===== config.mk =====
export PLATFORM = sky130hd
export DESIGN_NAME = mrv32_wb_arbiter_flat
export DESIGN_NICKNAME = d
export VERILOG_FILES = /design/src/rtl/mrv32_wb_arbiter_if.sv /design/src/rtl/mrv32_wb_arbiter.sv /design/src/flat_wrapper.sv
export SDC_FILE = /design/constraint.sdc
export NUM_CORES = 1
export LEC_CHECK = 0
export BUFFER_PORTS_ARGS = -buffer_cell sky130_fd_sc_hd__buf_4
export CAP_MARGIN = 20
export CORE_ASPECT_RATIO = 0.5
export CORE_MARGIN = 2
export CORE_UTILIZATION = 61
export CTS_CLUSTER_DIAMETER = 100
export DETAILED_ROUTE_END_ITERATION = 8
export PLACE_DENSITY = 0.84
export SLEW_MARGIN = 20
export SYNTH_ARGS = -nofsm -noshare
export SYNTH_HDL_FRONTEND = slang
export SYNTH_SLANG_ARGS = --single-unit
export TNS_END_PERCENT = 5

===== constraint.sdc =====
create_clock -name clk -period 6.65 [get_ports clk]
set_input_delay 0.665 -clock clk [delete_from_list [all_inputs] [get_ports clk]]
set_output_delay 0.665 -clock clk [all_outputs]
set_load 0.02 [all_outputs]

===== src/rtl/mrv32_wb_arbiter_if.sv =====
// rtl/mrv32_wb_arbiter_if.sv - bus bundle between pipeline/load unit/decode and the write-back arbiter
interface mrv32_wb_arbiter_if #(
    parameter int FIFO_DEPTH = 4
);
    logic                          wb_valid;
    logic [4:0]                    wb_rd_addr;
    logic [31:0]                   wb_rd_data;
    logic                          lu_valid;
    logic                          lu_ready;
    logic [4:0]                    lu_rd_addr;
    logic [31:0]                   lu_rd_data;
    logic [4:0]                    rs1_addr;
    logic [4:0]                    rs2_addr;
    logic                          rs1_busy;
    logic                          rs2_busy;
    logic                          stall_req;
    logic [$clog2(FIFO_DEPTH):0]   fifo_count;
    logic                          reg_wen;
    logic [4:0]                    rd_addr;
    logic [31:0]                   rd_data;

    modport master (
        output wb_valid, wb_rd_addr, wb_rd_data,
        output lu_valid, lu_rd_addr, lu_rd_data,
        output rs1_addr, rs2_addr,
        input  lu_ready, rs1_busy, rs2_busy, stall_req, fifo_count,
        input  reg_wen, rd_addr, rd_data
    );

    modport slave (
        input  wb_valid, wb_rd_addr, wb_rd_data,
        input  lu_valid, lu_rd_addr, lu_rd_data,
        input  rs1_addr, rs2_addr,
        output lu_ready, rs1_busy, rs2_busy, stall_req, fifo_count,
        output reg_wen, rd_addr, rd_data
    );
endinterface


===== src/rtl/mrv32_wb_arbiter.sv =====
// rtl/mrv32_wb_arbiter.sv - register-file write port arbiter: WB stage first, buffered long-latency results drain in idle slots
module mrv32_wb_arbiter #(
    parameter int FIFO_DEPTH = 4,
    parameter int STARVE_LIM = 8
) (
    input  logic              clk,
    input  logic              rst_n,
    mrv32_wb_arbiter_if.slave bus
);
    localparam int PW = $clog2(FIFO_DEPTH);
    localparam int CW = PW + 1;
    localparam int SW = $clog2(STARVE_LIM + 1);

    // Secondary result buffer; entries may be invalidated in place by a younger primary write
    logic [4:0]             addr_q [FIFO_DEPTH];
    logic [31:0]            data_q [FIFO_DEPTH];
    logic [FIFO_DEPTH-1:0]  vld_q, vld_d;
    logic [PW-1:0]          wr_ptr_q, wr_ptr_d;
    logic [PW-1:0]          rd_ptr_q, rd_ptr_d;
    logic [CW-1:0]          count_q, count_d;

    logic [SW-1:0]          starve_q, starve_d;
    logic                   stall_q, stall_d;

    logic                   reg_wen_q, reg_wen_d;
    logic [4:0]             rd_addr_q, rd_addr_d;
    logic [31:0]            rd_data_q, rd_data_d;

    logic                   wb_win;
    logic                   fifo_empty;
    logic                   lu_ready;
    logic                   pop;
    logic                   push;
    logic                   rs1_hit;
    logic                   rs2_hit;

    // Slot arbitration: a primary write to x0 is dropped and leaves the slot free for draining
    always_comb begin
        wb_win     = bus.wb_valid && (bus.wb_rd_addr != 5'd0);
        fifo_empty = (count_q == '0);
        lu_ready   = (count_q < CW'(FIFO_DEPTH));
        pop        = !wb_win && !fifo_empty;
        // x0 results and results overwritten by a same-cycle primary write are accepted but not stored
        push       = bus.lu_valid && lu_ready && (bus.lu_rd_addr != 5'd0)
                     && !(wb_win && (bus.lu_rd_addr == bus.wb_rd_addr));
    end

    // Entry valid bits: primary write squashes older matching entries, pop retires head, push fills tail
    always_comb begin
        vld_d = vld_q;
        for (int i = 0; i < FIFO_DEPTH; i++) begin
            if (wb_win && (addr_q[i] == bus.wb_rd_addr)) begin
                vld_d[i] = 1'b0;
            end
        end
        if (pop) begin
            vld_d[rd_ptr_q] = 1'b0;
        end
        if (push) begin
            vld_d[wr_ptr_q] = 1'b1;
        end
    end

    // Pointer and occupancy update; slots are counted whether or not the entry is still valid
    always_comb begin
        wr_ptr_d = push ? wr_ptr_q + PW'(1) : wr_ptr_q;
        rd_ptr_d = pop  ? rd_ptr_q + PW'(1) : rd_ptr_q;
        count_d  = count_q;
        case ({push, pop})
            2'b10:   count_d = count_q + CW'(1);
            2'b01:   count_d = count_q - CW'(1);
            default: count_d = count_q;
        endcase
    end

    // Next write-port value; address/data hold when no write happens
    always_comb begin
        reg_wen_d = 1'b0;
        rd_addr_d = rd_addr_q;
        rd_data_d = rd_data_q;
        if (wb_win) begin
            reg_wen_d = 1'b1;
            rd_addr_d = bus.wb_rd_addr;
            rd_data_d = bus.wb_rd_data;
        end else if (pop && vld_q[rd_ptr_q]) begin
            reg_wen_d = 1'b1;
            rd_addr_d = addr_q[rd_ptr_q];
            rd_data_d = data_q[rd_ptr_q];
        end
    end

    // Starvation tracking: count blocked cycles, reset on any drain or when nothing is waiting
    always_comb begin
        starve_d = starve_q;
        if (fifo_empty || pop) begin
            starve_d = '0;
        end else if (wb_win && (starve_q != SW'(STARVE_LIM))) begin
            starve_d = starve_q + SW'(1);
        end
        stall_d = (starve_d == SW'(STARVE_LIM));
    end

    // Pending-write lookup for decode: live valid entries plus the write currently on the port
    always_comb begin
        rs1_hit = reg_wen_q && (rd_addr_q == bus.rs1_addr);
        rs2_hit = reg_wen_q && (rd_addr_q == bus.rs2_addr);
        for (int i = 0; i < FIFO_DEPTH; i++) begin
            if (vld_q[i] && (addr_q[i] == bus.rs1_addr)) begin
                rs1_hit = 1'b1;
            end
            if (vld_q[i] && (addr_q[i] == bus.rs2_addr)) begin
                rs2_hit = 1'b1;
            end
        end
    end

    // Buffer payload storage; contents are only meaningful where the valid bit is set
    always_ff @(posedge clk) begin
        if (push) begin
            addr_q[wr_ptr_q] <= bus.lu_rd_addr;
            data_q[wr_ptr_q] <= bus.lu_rd_data;
        end
    end

    // Control and output registers
    always_ff @(posedge clk or negedge rst_n) begin
        if (!rst_n) begin
            vld_q     <= '0;
            wr_ptr_q  <= '0;
            rd_ptr_q  <= '0;
            count_q   <= '0;
            starve_q  <= '0;
            stall_q   <= 1'b0;
            reg_wen_q <= 1'b0;
            rd_addr_q <= 5'd0;
            rd_data_q <= 32'd0;
        end else begin
            vld_q     <= vld_d;
            wr_ptr_q  <= wr_ptr_d;
            rd_ptr_q  <= rd_ptr_d;
            count_q   <= count_d;
            starve_q  <= starve_d;
            stall_q   <= stall_d;
            reg_wen_q <= reg_wen_d;
            rd_addr_q <= rd_addr_d;
            rd_data_q <= rd_data_d;
        end
    end

    assign bus.lu_ready   = lu_ready;
    assign bus.rs1_busy   = (bus.rs1_addr != 5'd0) && rs1_hit;
    assign bus.rs2_busy   = (bus.rs2_addr != 5'd0) && rs2_hit;
    assign bus.stall_req  = stall_q;
    assign bus.fifo_count = count_q;
    assign bus.reg_wen    = reg_wen_q;
    assign bus.rd_addr    = rd_addr_q;
    assign bus.rd_data    = rd_data_q;
endmodule

===== src/flat_wrapper.sv =====
// flat-port wrapper written by rule: the top's interface ports become plain ports
module mrv32_wb_arbiter_flat 
#(
    parameter int FIFO_DEPTH = 4,
    parameter int STARVE_LIM = 8
)
  (clk, rst_n, bus_wb_valid, bus_wb_rd_addr, bus_wb_rd_data, bus_lu_valid, bus_lu_rd_addr, bus_lu_rd_data, bus_rs1_addr, bus_rs2_addr, bus_lu_ready, bus_rs1_busy, bus_rs2_busy, bus_stall_req, bus_fifo_count, bus_reg_wen, bus_rd_addr, bus_rd_data);
  mrv32_wb_arbiter_if #(.FIFO_DEPTH(FIFO_DEPTH)) bus_i ();
  input  logic clk;
  input  logic rst_n;
  input wire logic [$bits(bus_i.wb_valid)-1:0] bus_wb_valid;
  input wire logic [$bits(bus_i.wb_rd_addr)-1:0] bus_wb_rd_addr;
  input wire logic [$bits(bus_i.wb_rd_data)-1:0] bus_wb_rd_data;
  input wire logic [$bits(bus_i.lu_valid)-1:0] bus_lu_valid;
  input wire logic [$bits(bus_i.lu_rd_addr)-1:0] bus_lu_rd_addr;
  input wire logic [$bits(bus_i.lu_rd_data)-1:0] bus_lu_rd_data;
  input wire logic [$bits(bus_i.rs1_addr)-1:0] bus_rs1_addr;
  input wire logic [$bits(bus_i.rs2_addr)-1:0] bus_rs2_addr;
  output wire logic [$bits(bus_i.lu_ready)-1:0] bus_lu_ready;
  output wire logic [$bits(bus_i.rs1_busy)-1:0] bus_rs1_busy;
  output wire logic [$bits(bus_i.rs2_busy)-1:0] bus_rs2_busy;
  output wire logic [$bits(bus_i.stall_req)-1:0] bus_stall_req;
  output wire logic [$bits(bus_i.fifo_count)-1:0] bus_fifo_count;
  output wire logic [$bits(bus_i.reg_wen)-1:0] bus_reg_wen;
  output wire logic [$bits(bus_i.rd_addr)-1:0] bus_rd_addr;
  output wire logic [$bits(bus_i.rd_data)-1:0] bus_rd_data;
  assign bus_i.wb_valid = bus_wb_valid;
  assign bus_i.wb_rd_addr = bus_wb_rd_addr;
  assign bus_i.wb_rd_data = bus_wb_rd_data;
  assign bus_i.lu_valid = bus_lu_valid;
  assign bus_i.lu_rd_addr = bus_lu_rd_addr;
  assign bus_i.lu_rd_data = bus_lu_rd_data;
  assign bus_i.rs1_addr = bus_rs1_addr;
  assign bus_i.rs2_addr = bus_rs2_addr;
  assign bus_lu_ready = bus_i.lu_ready;
  assign bus_rs1_busy = bus_i.rs1_busy;
  assign bus_rs2_busy = bus_i.rs2_busy;
  assign bus_stall_req = bus_i.stall_req;
  assign bus_fifo_count = bus_i.fifo_count;
  assign bus_reg_wen = bus_i.reg_wen;
  assign bus_rd_addr = bus_i.rd_addr;
  assign bus_rd_data = bus_i.rd_data;
  mrv32_wb_arbiter #(.FIFO_DEPTH(FIFO_DEPTH), .STARVE_LIM(STARVE_LIM)) u_core (.clk(clk), .rst_n(rst_n), .bus(bus_i));
endmodule

# Yosys cells after proc, flatten, opt, wreduce, memory -nomap -nowiden

Memories as Yosys holds them, arrays and structs flattened.
Index checks and enable logic that the tools add are counted.

Shifts and indexed selects: 0
Reduce and logical (&&, ||, !) cells: 37
Add/sub/neg operators: 5
Muxes and demuxes: 31
$mul: 0
Bitwise logic cells: 3
Divide/modulo/power cells: 0
Eq/ne operators: 19
Order comparisons: 5

Operators with widths:

| cell                                                | number |
|---|---|
| == test 5 bit                                       | 15 |
| two-way mux 32 bit                                  | 2 |
| logical AND 1 bit                                   | 26 |
| nonzero test 5 bit                                  | 4 |
| two-way mux 1 bit                                   | 19 |
| two-way mux 4 bit                                   | 4 |
| two-way mux 5 bit                                   | 2 |
| < comparator 2 x 3 -> 1 bit, second input constant  | 2 |
| one-hot mux 3 bit (2 select lines)                  | 1 |
| adder 2 x 1 -> 2 bit, second input constant         | 2 |
| adder 4 x 1 -> 4 bit, second input constant         | 1 |
| bitwise AND 4 bit                                   | 1 |
| demux 1 bit (select 2 bit)                          | 2 |
| == test 4 bit, second input constant                | 1 |
| >= comparator 2 x 1 -> 1 bit, second input constant | 2 |
| != test 4 bit, second input constant                | 1 |
| inverter 4 bit                                      | 1 |
| bitwise OR 4 bit                                    | 1 |
| nonzero test 2 bit                                  | 2 |
| adder 3 x 1 -> 3 bit, second input constant         | 1 |
| logical NOT 1 bit                                   | 3 |
| logical NOT 3 bit                                   | 1 |
| < comparator 3 bit, second input constant           | 1 |
| subtractor 3 x 1 -> 3 bit, second input constant    | 1 |
| 4 further kinds                                     | 4 |

Bits in read-only memories: 0
Memories kept: 2
Logic and storage cells: 111
Latch bits: 0
Input port bits: 88
RAM bits: 148
Register bits: 54

Memories:

| name          | depth | bits a word | rd ports | clocked after Yosys merged registers in | write ports | line                   | source |
|---|---|---|---|---|---|---|---|
| u_core.data_q | 4     | 32          | 1        | 0                                       | 1           | mrv32_wb_arbiter.sv:16 | `logic [31:0] data_q [FIFO_DEPTH];` |
| u_core.addr_q | 4     | 5           | 5        | 0                                       | 1           | mrv32_wb_arbiter.sv:15 | `logic [4:0] addr_q [FIFO_DEPTH];` |

# Depth between registers and ports, before layout

Gate-level depths: netlist (run 1).

Depth in word-level cells: 9
Depth in mapped cells: 13
Gate-level depth less buffers: 11

# Worst setup path before layout (run 1)

No wires, ideal clock.

Kind: input to register
Start: input bus_wb_rd_addr[4]
End: memory u_core.addr_q[0][0], enable pin
Slack: 3222 ps
Setup time: 398 ps
Arrival time: 3030 ps
Buffers on the path: 2
Cell stages on the path: 7
Cell sequence: buf_4 or4_4 o21ai_4 nor4_2 nor4b_4 buf_4 and2_1

Word-level cells in the longest chain between the ends: 7
Elaborated cells on any way between the ends: 8
Classes of those cells: eq/ne: 1; mux: 2; reduce/logical: 5

Ends and longest elaborated chain:

| what                                      | line                    | source |
|---|---|---|
| from (decl)                               | flat_wrapper.sv:12      | `input wire logic [$bits(bus_i.wb_rd_addr)-1:0] bus_wb_rd_addr;` |
| nonzero test 5 bit                        | mrv32_wb_arbiter.sv:39  | `wb_win = bus.wb_valid && (bus.wb_rd_addr != 5'd0);` |
| logical AND 1 bit                         | mrv32_wb_arbiter.sv:39  |  |
| logical AND 1 bit *                       | mrv32_wb_arbiter.sv:45  | `&& !(wb_win && (bus.lu_rd_addr == bus.wb_rd_addr));` |
| logical NOT 1 bit *                       | mrv32_wb_arbiter.sv:45  |  |
| logical AND 1 bit *                       | mrv32_wb_arbiter.sv:45  |  |
| two-way mux 1 bit *                       | mrv32_wb_arbiter.sv:119 | `if (push) begin` |
| two-way mux 1 bit (not written as such) * | mrv32_wb_arbiter.sv:120 | `addr_q[wr_ptr_q] <= bus.lu_rd_addr;` |
| to (decl)                                 | mrv32_wb_arbiter.sv:15  |  |

Every way passes the cells marked *; elsewhere a longest branch is shown, timed or not.

# Final worst setup path (run 1)

Start: input bus_wb_rd_addr[3]
End: memory u_core.data_q[2][21], enable pin

Word-level cells in the longest chain between the ends: 7
Elaborated cells on any way between the ends: 8
Classes of those cells: eq/ne: 1; mux: 2; reduce/logical: 5

Ends and longest elaborated chain:

| what                                      | line                    | source |
|---|---|---|
| nonzero test 5 bit                        | mrv32_wb_arbiter.sv:39  |  |
| logical AND 1 bit                         | mrv32_wb_arbiter.sv:39  |  |
| logical AND 1 bit *                       | mrv32_wb_arbiter.sv:45  |  |
| logical NOT 1 bit *                       | mrv32_wb_arbiter.sv:45  |  |
| logical AND 1 bit *                       | mrv32_wb_arbiter.sv:45  |  |
| two-way mux 1 bit *                       | mrv32_wb_arbiter.sv:119 |  |
| two-way mux 1 bit (not written as such) * | mrv32_wb_arbiter.sv:121 | `data_q[wr_ptr_q] <= bus.lu_rd_data;` |
| to (decl)                                 | mrv32_wb_arbiter.sv:16  |  |

Marked as above.

==> metrics.csv, run 1 <==
metric,value,unit
cts_sinks,202,
hp-class,input port to async pin,
fmaxAchievable,270,MHz
tightest_slew,1040,ps
endpoint_kind,flop,
grt_pass1_vias,5546,
synthesis.area,0.00899,mm^2
timing.final.crit_period,3710,ps
cts_resized,0,
p_leak,4.12,nW
die_h,89.8,um
rsz0062_at_grt,no,
final_cell_mix,"148 x edfxtp_1, 134 x buf_4, 56 x xor2_1",
h-tree-depth,1,
antenna_found_initial,0,
synthCells,571,
grt_pass1_wl,30600,um
clock_latency,480,ps
gr-total-overflow,0,
hold_ws,262,ps
final.period_utilization,0.557,
path_clk_slew,70,ps
area_delta_synth_final,18.9,%
power.switching,1.41,mW
num_rows,31,
drt-vias-per-instance,5.84,
ant_nets,0,
ys_seq_area_frac,0.645,
p_sw_frac,0.321,
rrSetupSlack,3810,ps
drt-total-wl,19300,um
setup.worst_path.class,input port to flop,
cp.required,6750,ps
layout_commonest_cell,edfxtp_1,
gp_congestion,0.825,
die_area,0.0158,mm^2
power.density,411,mW/mm^2
p_int,2.98,mW
synth_fp_nets,671,
worst_ep_arrival_time,3810,ps
slew_violations,0,
fin_ws,2940,ps
num_antenna_cells,0,
yosysTopAreaCell,edfxtp_1,
place_ws,2410,ps
synthTopCellsByArea,"edfxtp_1 49%, dfrtp_1 15%, mux4_2 9.5%, xor2_1 5.5%, mux2i_1 3.8%",
start_util,0.623,
final_hold_viol_count,0,
cts_tree,built,
power.share.clock,0.256,
post_cts_buffers,0,
yosys_warnings,0,
power_frac_comb,0.315,
maxSlewHeadroom,0.304,
tns,0,ps
grt_start_max_net_pins,69,
vias,5244,
coreArea,0.0144,mm^2
grt.total_usage,0.254,
clk_root_buffer_cell,clkbuf_16,
final_layout_size_suffix_gt1_frac,0.304,
fin_cells,898,
cap_violations,0,
die_x,176,um
synth.top_cell.area_share,0.494,
clk_path_buf_depth,3,
synth-seq-cells,202,
drt_iter0_drc,377,
start_kind,input port,
num_io_pins,133,
wl_per_cell,21.5,um
postCtsHoldBufs,0,
avgSynthCellArea,15.7,um^2
p_seq_frac,0.429,
final-setup-viol-count,0,
cts_inserted_buffers,18,
vdd.ir_drop.worst,0.200,mV
hpwl,12000,um
dpl.cell_count,866,
fin_worst_skew,8.82,ps
io_buffers,132,
drc_errors,0,
first_pass_iters,4,
synth_cell_types,38,
crit_fanout,37,
nets,788,
status,"finished, final reports clean",
## layout make-up
type                            instances  area (um^2)
Clock buffer                           26          542
Clock inverter                          6          105
Fill cell                             914         3740
Inverter                               12         45.0
Multi-Input combinational cell        320         2940
Sequential cell                       202         5800
Tap cell                              198          248
Timing Repair Buffer                  134         1010
## flip-flops by register name, indices dropped and copies added (netlist names)
name                   count
u_core.bus.rd_addr         5
u_core.bus.fifo_count      3
u_core.starve_q            4
u_core.vld_q               4
u_core.wr_ptr_q            2
u_core.data_q            128
u_core.bus.stall_req       1
u_core.bus.rd_data        32
u_core.bus.reg_wen         1
u_core.rd_ptr_q            2
u_core.addr_q             20
## kinds of logic after synthesis
kind of cell / synth area share
buffers and inverters: 0.0285
AO/OA/AOI/OAI: 0.0377
flip-flops: 0.645
XOR/XNOR: 0.0799
adder cells (fa/ha/maj): 0.0175
AND/OR/NAND/NOR: 0.0560
multiplexers: 0.136
## worst paths after layout
path / endpoint / startpoint / depth (start not counted)
worst min register to register: u_core.bus.rd_data[2] / u_core.bus.rd_data[2] / 2
worst min-delay path: u_core.bus.rd_addr[0] / rst_n / 1
min in group clk: u_core.data_q[2][16] / bus_lu_rd_data[16] / 1
max in group asynchronous: u_core.rd_ptr_q[1] / rst_n / 1
worst max-delay path: u_core.data_q[2][21] / bus_wb_rd_addr[3] / 6
worst max register to register: u_core.bus.rd_data[11] / u_core.rd_ptr_q[0] / 5
## layer usage
| layer | global-route usage | part of all wire |
|---|---|---|
| met5 | 0 | 0 |
| met4 | 0.0599 | 0.019 |
| met2 | 0.421 | 0.50 |
| met1 | 0.354 | 0.42 |
| met3 | 0.0495 | 0.061 |
## power groups by stage
| stage | clock network (mW) | logic [mW] | registers, mW |
|---|---|---|---|
| 2_1_floorplan | 0 | 0.836 | 1.96 |
| 3_3_place_gp | 0 | 1.35 | 1.88 |
| 3_5_place_dp | 0 | 1.38 | 1.90 |
| 4_1_cts | 1.13 | 1.40 | 1.88 |
| 5_1_grt | 1.19 | 1.51 | 1.91 |
| 6_report | 1.13 | 1.38 | 1.88 |
## Yosys cell counts
| cell | number |
|---|---|
| nor4_1 | 14 |
| or4_1 | 3 |
| or3_1 | 1 |
| mux2_2 | 1 |
| o22a_1 | 2 |
| nand2b_1 | 1 |
| xor2_1 | 56 |
| buf_1 | 3 |
| mux2_1 | 1 |
| nand2_1 | 41 |
| nor2_1 | 8 |
| nor4_2 | 1 |
| o21ai_4 | 1 |
| or4_4 | 1 |
| mux4_2 | 38 |
| edfxtp_1 | 148 |
| a32oi_1 | 4 |
| dfrtp_1 | 54 |
| clkbuf_1 | 14 |
| inv_1 | 12 |
| o21ai_1 | 1 |
| nor2b_1 | 4 |
| buf_2 | 7 |
| buf_4 | 4 |
| a21oi_1 | 3 |
| mux2i_1 | 34 |
| fa_1 | 1 |
| xnor2_1 | 26 |
| clkbuf_2 | 3 |
| o21ai_0 | 35 |
| and2_1 | 7 |
| a221o_1 | 3 |
| ha_1 | 11 |
| nand3_1 | 16 |
| buf_6 | 6 |
| a22o_1 | 4 |
| nor4b_4 | 1 |
| o32a_1 | 1 |
## stage by stage
stage                util  area [um^2]  total power [mW]
floorplan               -         8990              2.79
CTS                 0.741        10700              4.42
finish              0.741        10700              4.39
detailed placement  0.696        10000              3.28
global placement    0.696        10000              3.23
global route        0.741        10700              4.61
## critical path, cell delays in order
cell and delay [ps]:
buf_4 160, or4_4 550, o21ai_4 720, nor4_2 170, nor4b_4 570, and2_2 920
No activity file was read; power rests on OpenSTA's default activity.
==> run 2: changes to the inputs <==
--- a/config.mk
+++ b/config.mk
@@ -5,14 +5,15 @@
 export SDC_FILE = /design/constraint.sdc
 export NUM_CORES = 1
 export LEC_CHECK = 0
+export ABC_AREA = 1
 export BUFFER_PORTS_ARGS = -buffer_cell sky130_fd_sc_hd__buf_4
 export CAP_MARGIN = 20
 export CORE_ASPECT_RATIO = 0.5
 export CORE_MARGIN = 2
-export CORE_UTILIZATION = 61
+export CORE_UTILIZATION = 52
 export CTS_CLUSTER_DIAMETER = 100
 export DETAILED_ROUTE_END_ITERATION = 8
-export PLACE_DENSITY = 0.84
+export PLACE_DENSITY = 0.76
 export SLEW_MARGIN = 20
 export SYNTH_ARGS = -nofsm -noshare
 export SYNTH_HDL_FRONTEND = slang
==> constraint.sdc (replaced) <==
create_clock -name clk -period 3.15 [get_ports clk]
set_input_delay 0.315 -clock clk [delete_from_list [all_inputs] [get_ports clk]]
set_output_delay 0.315 -clock clk [all_outputs]
set_load 0.02 [all_outputs]
==> run 2 against run 1 <==
Via count is 47% higher; setup slack worse by 2000 ps; final cell count is 60% higher; flip-flop and latch count stayed put; clock power is 100% higher; first-iteration DRC count is 83% higher; clock-buffer cell count is 4 lower; die area is 25% higher.
==> metrics.csv, run 2 <==
metric,value,unit,change
crit_fanout,24,,-35%
yosysTopAreaCell,edfxtp_1,,
vias,7713,,+47%
post_cts_buffers,0,,unchanged
timing.final.crit_period,2220,ps,
synth_cell_types,29,,-24%
antenna_found_initial,0,,unchanged
synthCells,1063,,+86%
h-tree-depth,1,,unchanged
fill_cells,1495,,+64%
ys_seq_area_frac,0.600,,-0.0445
start_util,0.527,,-0.0956
worst_ep_arrival_time,2650,ps,-1160 ps
p_leak,5.07,nW,+23%
use_met1,0.325,,-0.0295
num_rows,35,,+13%
final_cell_mix,"327 x nand2_1, 160 x nor2_1, 148 x edfxtp_1",,
fin_worst_skew,12.0,ps,+3.17 ps
area_delta_synth_final,18.5,%,
worstSetupEndpoint,u_core.bus.rd_data[20],,
cts_tree,built,,
start_kind,flop,,
die_x,197,um,+12%
timing.rr.end,u_core.bus.rd_data[20],,
cp.required,3580,ps,-3170 ps
cap_violations,0,,unchanged
largest_register,u_core.data_q,,
die_area,0.0197,mm^2,+25%
gr-total-overflow,0,,unchanged
grt_use_met2,0.432,,+0.0108
grt.total_usage,0.248,,-0.00544
power_frac_comb,0.369,,+0.054
num_io_pins,133,,unchanged
num_antenna_cells,0,,unchanged
tightest_slew,761,ps,-283 ps
hp-class,input port to flop,,
yosys_warnings,0,,unchanged
synth_common_cells,"327 x nand2_1, 160 x nor2_1, 148 x edfxtp_1, 117 x o21ai_0, 72 x nand3_1",,
coreArea,0.0183,mm^2,+27%
power.density,851,mW/mm^2,+110%
setup.worst_path.class,flop to flop,,
startpoint,u_core.rd_ptr_q[0],,
grt_pass1_vias,7634,,+38%
grt_start_max_net_pins,65,,-5.8%
tns,0,ps,unchanged
rsz0062_at_grt,no,,
rrSetupSlack,930,ps,-2880 ps
drc_errors,0,,unchanged
maxSlewHeadroom,0.493,,+0.189
p_sw_frac,0.382,,+0.0610
final_layout_size_suffix_gt1_frac,0.159,,-0.145
yosysMostFrequentCell,nand2_1,,
synthTopCellsByArea,"edfxtp_1 46%, dfrtp_1 14%, nand2_1 13%, nor2_1 6.2%, o21ai_0 6.1%",,
power.switching,3.71,mW,+160%
post_dp_cell_area,0.0108,mm^2,+7.7%
r2r_start,u_core.rd_ptr_q[0],,
async_flop_share,0.267,,unchanged
synth_flop_cell,edfxtp_1,,
synth_edf_count,148,,unchanged
path_clk_slew,60,ps,about the same
status,"finished, final reports clean",,
grt_busiest_layer,met2,,
postCtsHoldBufs,1,,+1
clk_path_buf_depth,3,,unchanged
vdd.ir_drop.worst,0.361,mV,+80%
grt_pass1_wl,38400,um,+25%
postLayoutCellArea,0.0114,mm^2,+7.0%
use_met3,0.0403,,-0.00917
drt-total-wl,24300,um,+25%
largest_reg_flops,128,,unchanged
final.period_utilization,0.705,,
power.share.clock,0.234,,-0.022
p_int,6.02,mW,+100%
endpoint_kind,flop,,
ant_nets,0,,unchanged
synth-seq-cells,202,,unchanged
avgSynthCellArea,9.08,um^2,-42%
slew_violations,0,,unchanged
hpwl,15900,um,+32%
layout_commonest_cell,nand2_1,,
cts_sinks,202,,unchanged
p_seq_frac,0.397,,-0.032
final_hold_viol_count,0,,unchanged
die_h,100,um,+12%
synthesis.area,0.00965,mm^2,+7.4%
synth.top_cell.area_share,0.460,,-0.0341
cts_inserted_buffers,19,,+1
clock_latency,490,ps,about the same
cts_resized,0,,unchanged
r2r_cells,9,,+4
first_pass_iters,6,,+2
synth_fp_nets,1163,,+73%
io_buffers,132,,unchanged
nets,1281,,+63%
gp_congestion,0.943,,+14%
drt-vias-per-instance,5.38,,-7.9%
clk_root_buffer_cell,clkbuf_16,,
final-setup-viol-count,0,,unchanged
wl_per_cell,16.9,um,-22%
drt_iter0_drc,689,,+83%
fmaxAchievable,450,MHz,
[run 2: changes by cell type in the layout (fill, tap and decap cells not counted), sizes merged, moves of 15 or more]
cell   before  now
mux2i      34    0
mux4       38    0
nor2        8  160
inv        12   58
nand3      16   73
xor2       56   16
xnor2      26    3
nand2      41  329
nor4       15    0
o21ai      37  132
[run 2: worst max-delay path: stages, from the launching register on]
cell	delay, ps
dfrtp_2	580
buf_4	340
o21ai_0	130
o22ai_1	180
nand2_1	90
buf_4	240
nand2_1	100
buf_4	290
nand2_1	100
nand2_1	80
[run 2: how the worst min path moves through the flow]
stage,cells after the start,endpoint,slack (ps),startpoint
floorplan,0,u_core.bus.fifo_count[0],20,rst_n
global placement,1,u_core.bus.rd_data[10],410,rst_n
detailed placement,1,u_core.bus.rd_data[14],430,rst_n
CTS,1,u_core.data_q[0][8],8,bus_lu_rd_data[8]
global route,1,u_core.data_q[3][22],9,bus_lu_rd_data[22]
finish,1,u_core.data_q[3][22],20,bus_lu_rd_data[22]
[run 2: logic make-up after synthesis]
family                     after synthesis  share of synthesized area
AOI/OAI and AO/OA                      145                     0.0758
xor gates and xnor gates                19                     0.0172
adders and majority gates               12                     0.0163
buffers and inverters                  111                     0.0529
DFF                                    202                      0.600
and+or+nand+nor                        574                      0.237
[run 2: stage by stage]
stage	total power, mW	utilization	std cells	worst slack [ps]	hold WS [ps]
3_5_place_dp	7.48	0.591	1399	841	435
4_1_cts	9.77	0.625	1434	963	7.65
5_1_grt	10.4	0.625	1434	694	8.63
2_1_floorplan	6.22	-	1063	969	19.4
3_3_place_gp	7.38	0.591	1399	845	411
6_report	9.73	0.625	1434	929	20.8
[run 2: power groups by stage]
stage / clock (mW) / combinational [mW] / sequential (mW)
5_1_grt: 2.40 / 4.05 / 3.92
2_1_floorplan: 0 / 2.15 / 4.07
3_3_place_gp: 0 / 3.49 / 3.88
3_5_place_dp: 0 / 3.58 / 3.90
6_report: 2.28 / 3.59 / 3.86
4_1_cts: 2.31 / 3.61 / 3.85
[run 2: final cells by class]
type	count	area, um^2	area share
sequential	202	5800	0.507
multi-input combinational	750	3350	0.293
timing repair buffer	147	1140	0.100
clock buffer	22	497	0.0434
tap	240	300	0.0262
inverter	61	231	0.0202
clock inverter	12	123	0.0107
[run 2: per-layer routing]
layer	wire, um	share of wire
met1	10300	0.42
met2	11700	0.48
met3	1570	0.065
met4	674	0.028
met5	0	0
==> run 3: changes to the inputs <==
--- a/config.mk
+++ b/config.mk
@@ -10,10 +10,10 @@
 export CAP_MARGIN = 20
 export CORE_ASPECT_RATIO = 0.5
 export CORE_MARGIN = 2
-export CORE_UTILIZATION = 52
+export CORE_UTILIZATION = 58
 export CTS_CLUSTER_DIAMETER = 100
 export DETAILED_ROUTE_END_ITERATION = 8
-export PLACE_DENSITY = 0.76
+export PLACE_DENSITY = 0.8
 export SLEW_MARGIN = 20
 export SYNTH_ARGS = -nofsm -noshare
 export SYNTH_HDL_FRONTEND = slang
==> constraint.sdc (replaced) <==
create_clock -name clk -period 2.2 [get_ports clk]
set_input_delay 0.22 -clock clk [delete_from_list [all_inputs] [get_ports clk]]
set_output_delay 0.22 -clock clk [all_outputs]
set_load 0.02 [all_outputs]
==> run 3 against run 2 <==
Setup slack worse by 850 ps; final cell count up 2.4%; critical endpoint is now u_core.bus.fifo_count[2]; die area down 10%; first-iteration DRC count up 22%; via count up 5.1%; total power up 46%; largest power group unchanged; flip-flop and latch count unchanged; clock power up 43%.
==> metrics.csv, run 3 (synthesis gave the netlist of run 2 again) <==
metric,value,unit,change
status,"finished, final reports clean",,
cts_tree,built,,
hold_depth,5,,+4
slew_violations,0,,unchanged
drt-vias-per-instance,5.52,,+2.6%
vdd.ir_drop.worst,0.675,mV,+87%
largest_register,u_core.data_q,,
num_antenna_cells,0,,unchanged
timing.final.crit_period,2120,ps,
drt_iter0_drc,838,,+22%
worstHoldEndpoint,u_core.bus.rd_data[13],,
rsz0062_at_grt,yes,,
crit_fanout,7,,-71%
endpoint_kind,flop,,
cap_violations,0,,unchanged
power,14.2,mW,+46%
fin_worst_skew,11.2,ps,-0.828 ps
maxSlewHeadroom,0.470,,-0.0225
die_h,95.2,um,-5.1%
grt_pass1_wl,39400,um,+2.7%
largest_reg_flops,128,,unchanged
start_util,0.592,,+0.0645
grt.total_usage,0.284,,+0.0356
coreArea,0.0163,mm^2,-11%
place_ws,152,ps,-689 ps
worstHoldStart,bus_wb_rd_data[13],,
path_clk_slew,70,ps,about the same
gp_congestion,0.898,,-4.8%
die_area,0.0178,mm^2,-10%
cts_inserted_buffers,19,,unchanged
clk_root_buffer_cell,clkbuf_16,,
area_delta_synth_final,23.4,%,
layout_commonest_cell,nand2_1,,
hpwl,16500,um,+3.8%
gr-total-overflow,0,,unchanged
clk_path_buf_depth,3,,unchanged
first_pass_iters,5,,-1
ant_nets,0,,unchanged
vias,8105,,+5.1%
final-setup-viol-count,0,,unchanged
num_rows,33,,-5.7%
cp.required,2570,ps,-1010 ps
io_buffers,132,,unchanged
r2r_cells,10,,+1
rrSetupSlack,320,ps,-610 ps
hp-class,input port to flop,,
tightest_slew,795,ps,+33.8 ps
drc_errors,0,,unchanged
power.density,1190,mW/mm^2,+40%
num_io_pins,133,,unchanged
timing.rr.end,u_core.bus.fifo_count[2],,
nets,1329,,+3.7%
setup.worst_path.class,input port to flop,,
final_cell_mix,"326 x nand2_1, 158 x nor2_1, 152 x buf_4",,
clock_latency,490,ps,about the same
fin_ws,78.8,ps,-850 ps
fmaxAchievable,471,MHz,
antenna_found_initial,0,,unchanged
final.period_utilization,0.964,,
start_kind,input port,,
grt_pass1_vias,7665,,+0.41%
cts_sinks,202,,unchanged
r2r_start,u_core.bus.fifo_count[0],,
wl_per_cell,17.5,um,+3.4%
final_layout_size_suffix_gt1_frac,0.163,,+0.00351
final_hold_viol_count,0,,unchanged
grt_start_max_net_pins,57,,-12%
p_leak,5.30,nW,+4.5%
h-tree-depth,1,,unchanged
drt-total-wl,25700,um,+5.9%
die_x,186,um,-5.2%
worst_ep_arrival_time,2490,ps,-160 ps
==> run 3: area by class of cell <==
type	count	area, um^2
Sequential cell	202	5800
Fill cell	1176	4390
Multi-Input combinational cell	750	3360
Timing Repair Buffer	195	1620
Clock buffer	29	597
Tap cell	227	284
Inverter	61	231
Clock inverter	5	26.3
==> run 3: metrics by stage <==
step	util	hold WS, ps	cells	TNS [ps]	cell area (um^2)
after floorplan	-	-75.6	1063	0	9650
final	0.731	18.9	1469	0	11900
after global routing	0.731	22.3	1469	-0.946	11900
after CTS	0.729	9.39	1466	0	11900
after detailed placement	0.667	341	1394	0	10900
after global placement	0.667	324	1394	0	10900
==> run 3: worst max-delay path, stage by stage <==
cell           delay [ps]
dlygate4sd3_1         550
buf_4                 170
nor3_2                210
nand2_1                70
nand3_1                90
inv_2                  80
nand2_2               100
ha_1                  150
inv_1                  70
fa_1                  390
a21oi_1               140
o21ai_0               110
xor2_1                150
==> run 3: timing repair <==
item                                    4_1_cts  5_1_grt
setup buffers                                 0        3
endpoints found under the setup margin        0        2
hold buffers                                 38        0
hold endpoints to repair                    202        0
gates resized for setup                       0        5
==> run 3: layer usage <==
layer | GRT usage | up-vias | share of wire
met5 | 0 | - | 0
met3 | 0.0353 | 52 | 0.065
met4 | 0.0939 | 0 | 0.023
li1 | - | 3843 | -
met2 | 0.498 | 327 | 0.49
met1 | 0.377 | 3883 | 0.42
==> run 3: worst max path at each step <==
stage	endpoint	depth (start not counted)	slack, ps	startpoint
floorplan	u_core.addr_q[3][0]	5	40	u_core.bus.fifo_count[2]
global placement	u_core.bus.fifo_count[2]	12	170	bus_wb_rd_addr[1]
detailed placement	u_core.bus.fifo_count[2]	12	150	bus_wb_rd_addr[0]
CTS	u_core.bus.fifo_count[2]	13	60	bus_lu_rd_addr[1]
global route	u_core.bus.fifo_count[2]	13	-0.9	bus_lu_rd_addr[0]
finish	u_core.bus.fifo_count[2]	13	80	bus_lu_rd_addr[3]
==> run 3: where the power goes <==
group | switching (mW) | total, mW | internal [mW]
Clock | 1.38 | 3.26 | 1.88
Combinational | 3.53 | 5.47 | 1.94
Sequential | 0.568 | 5.51 | 4.94
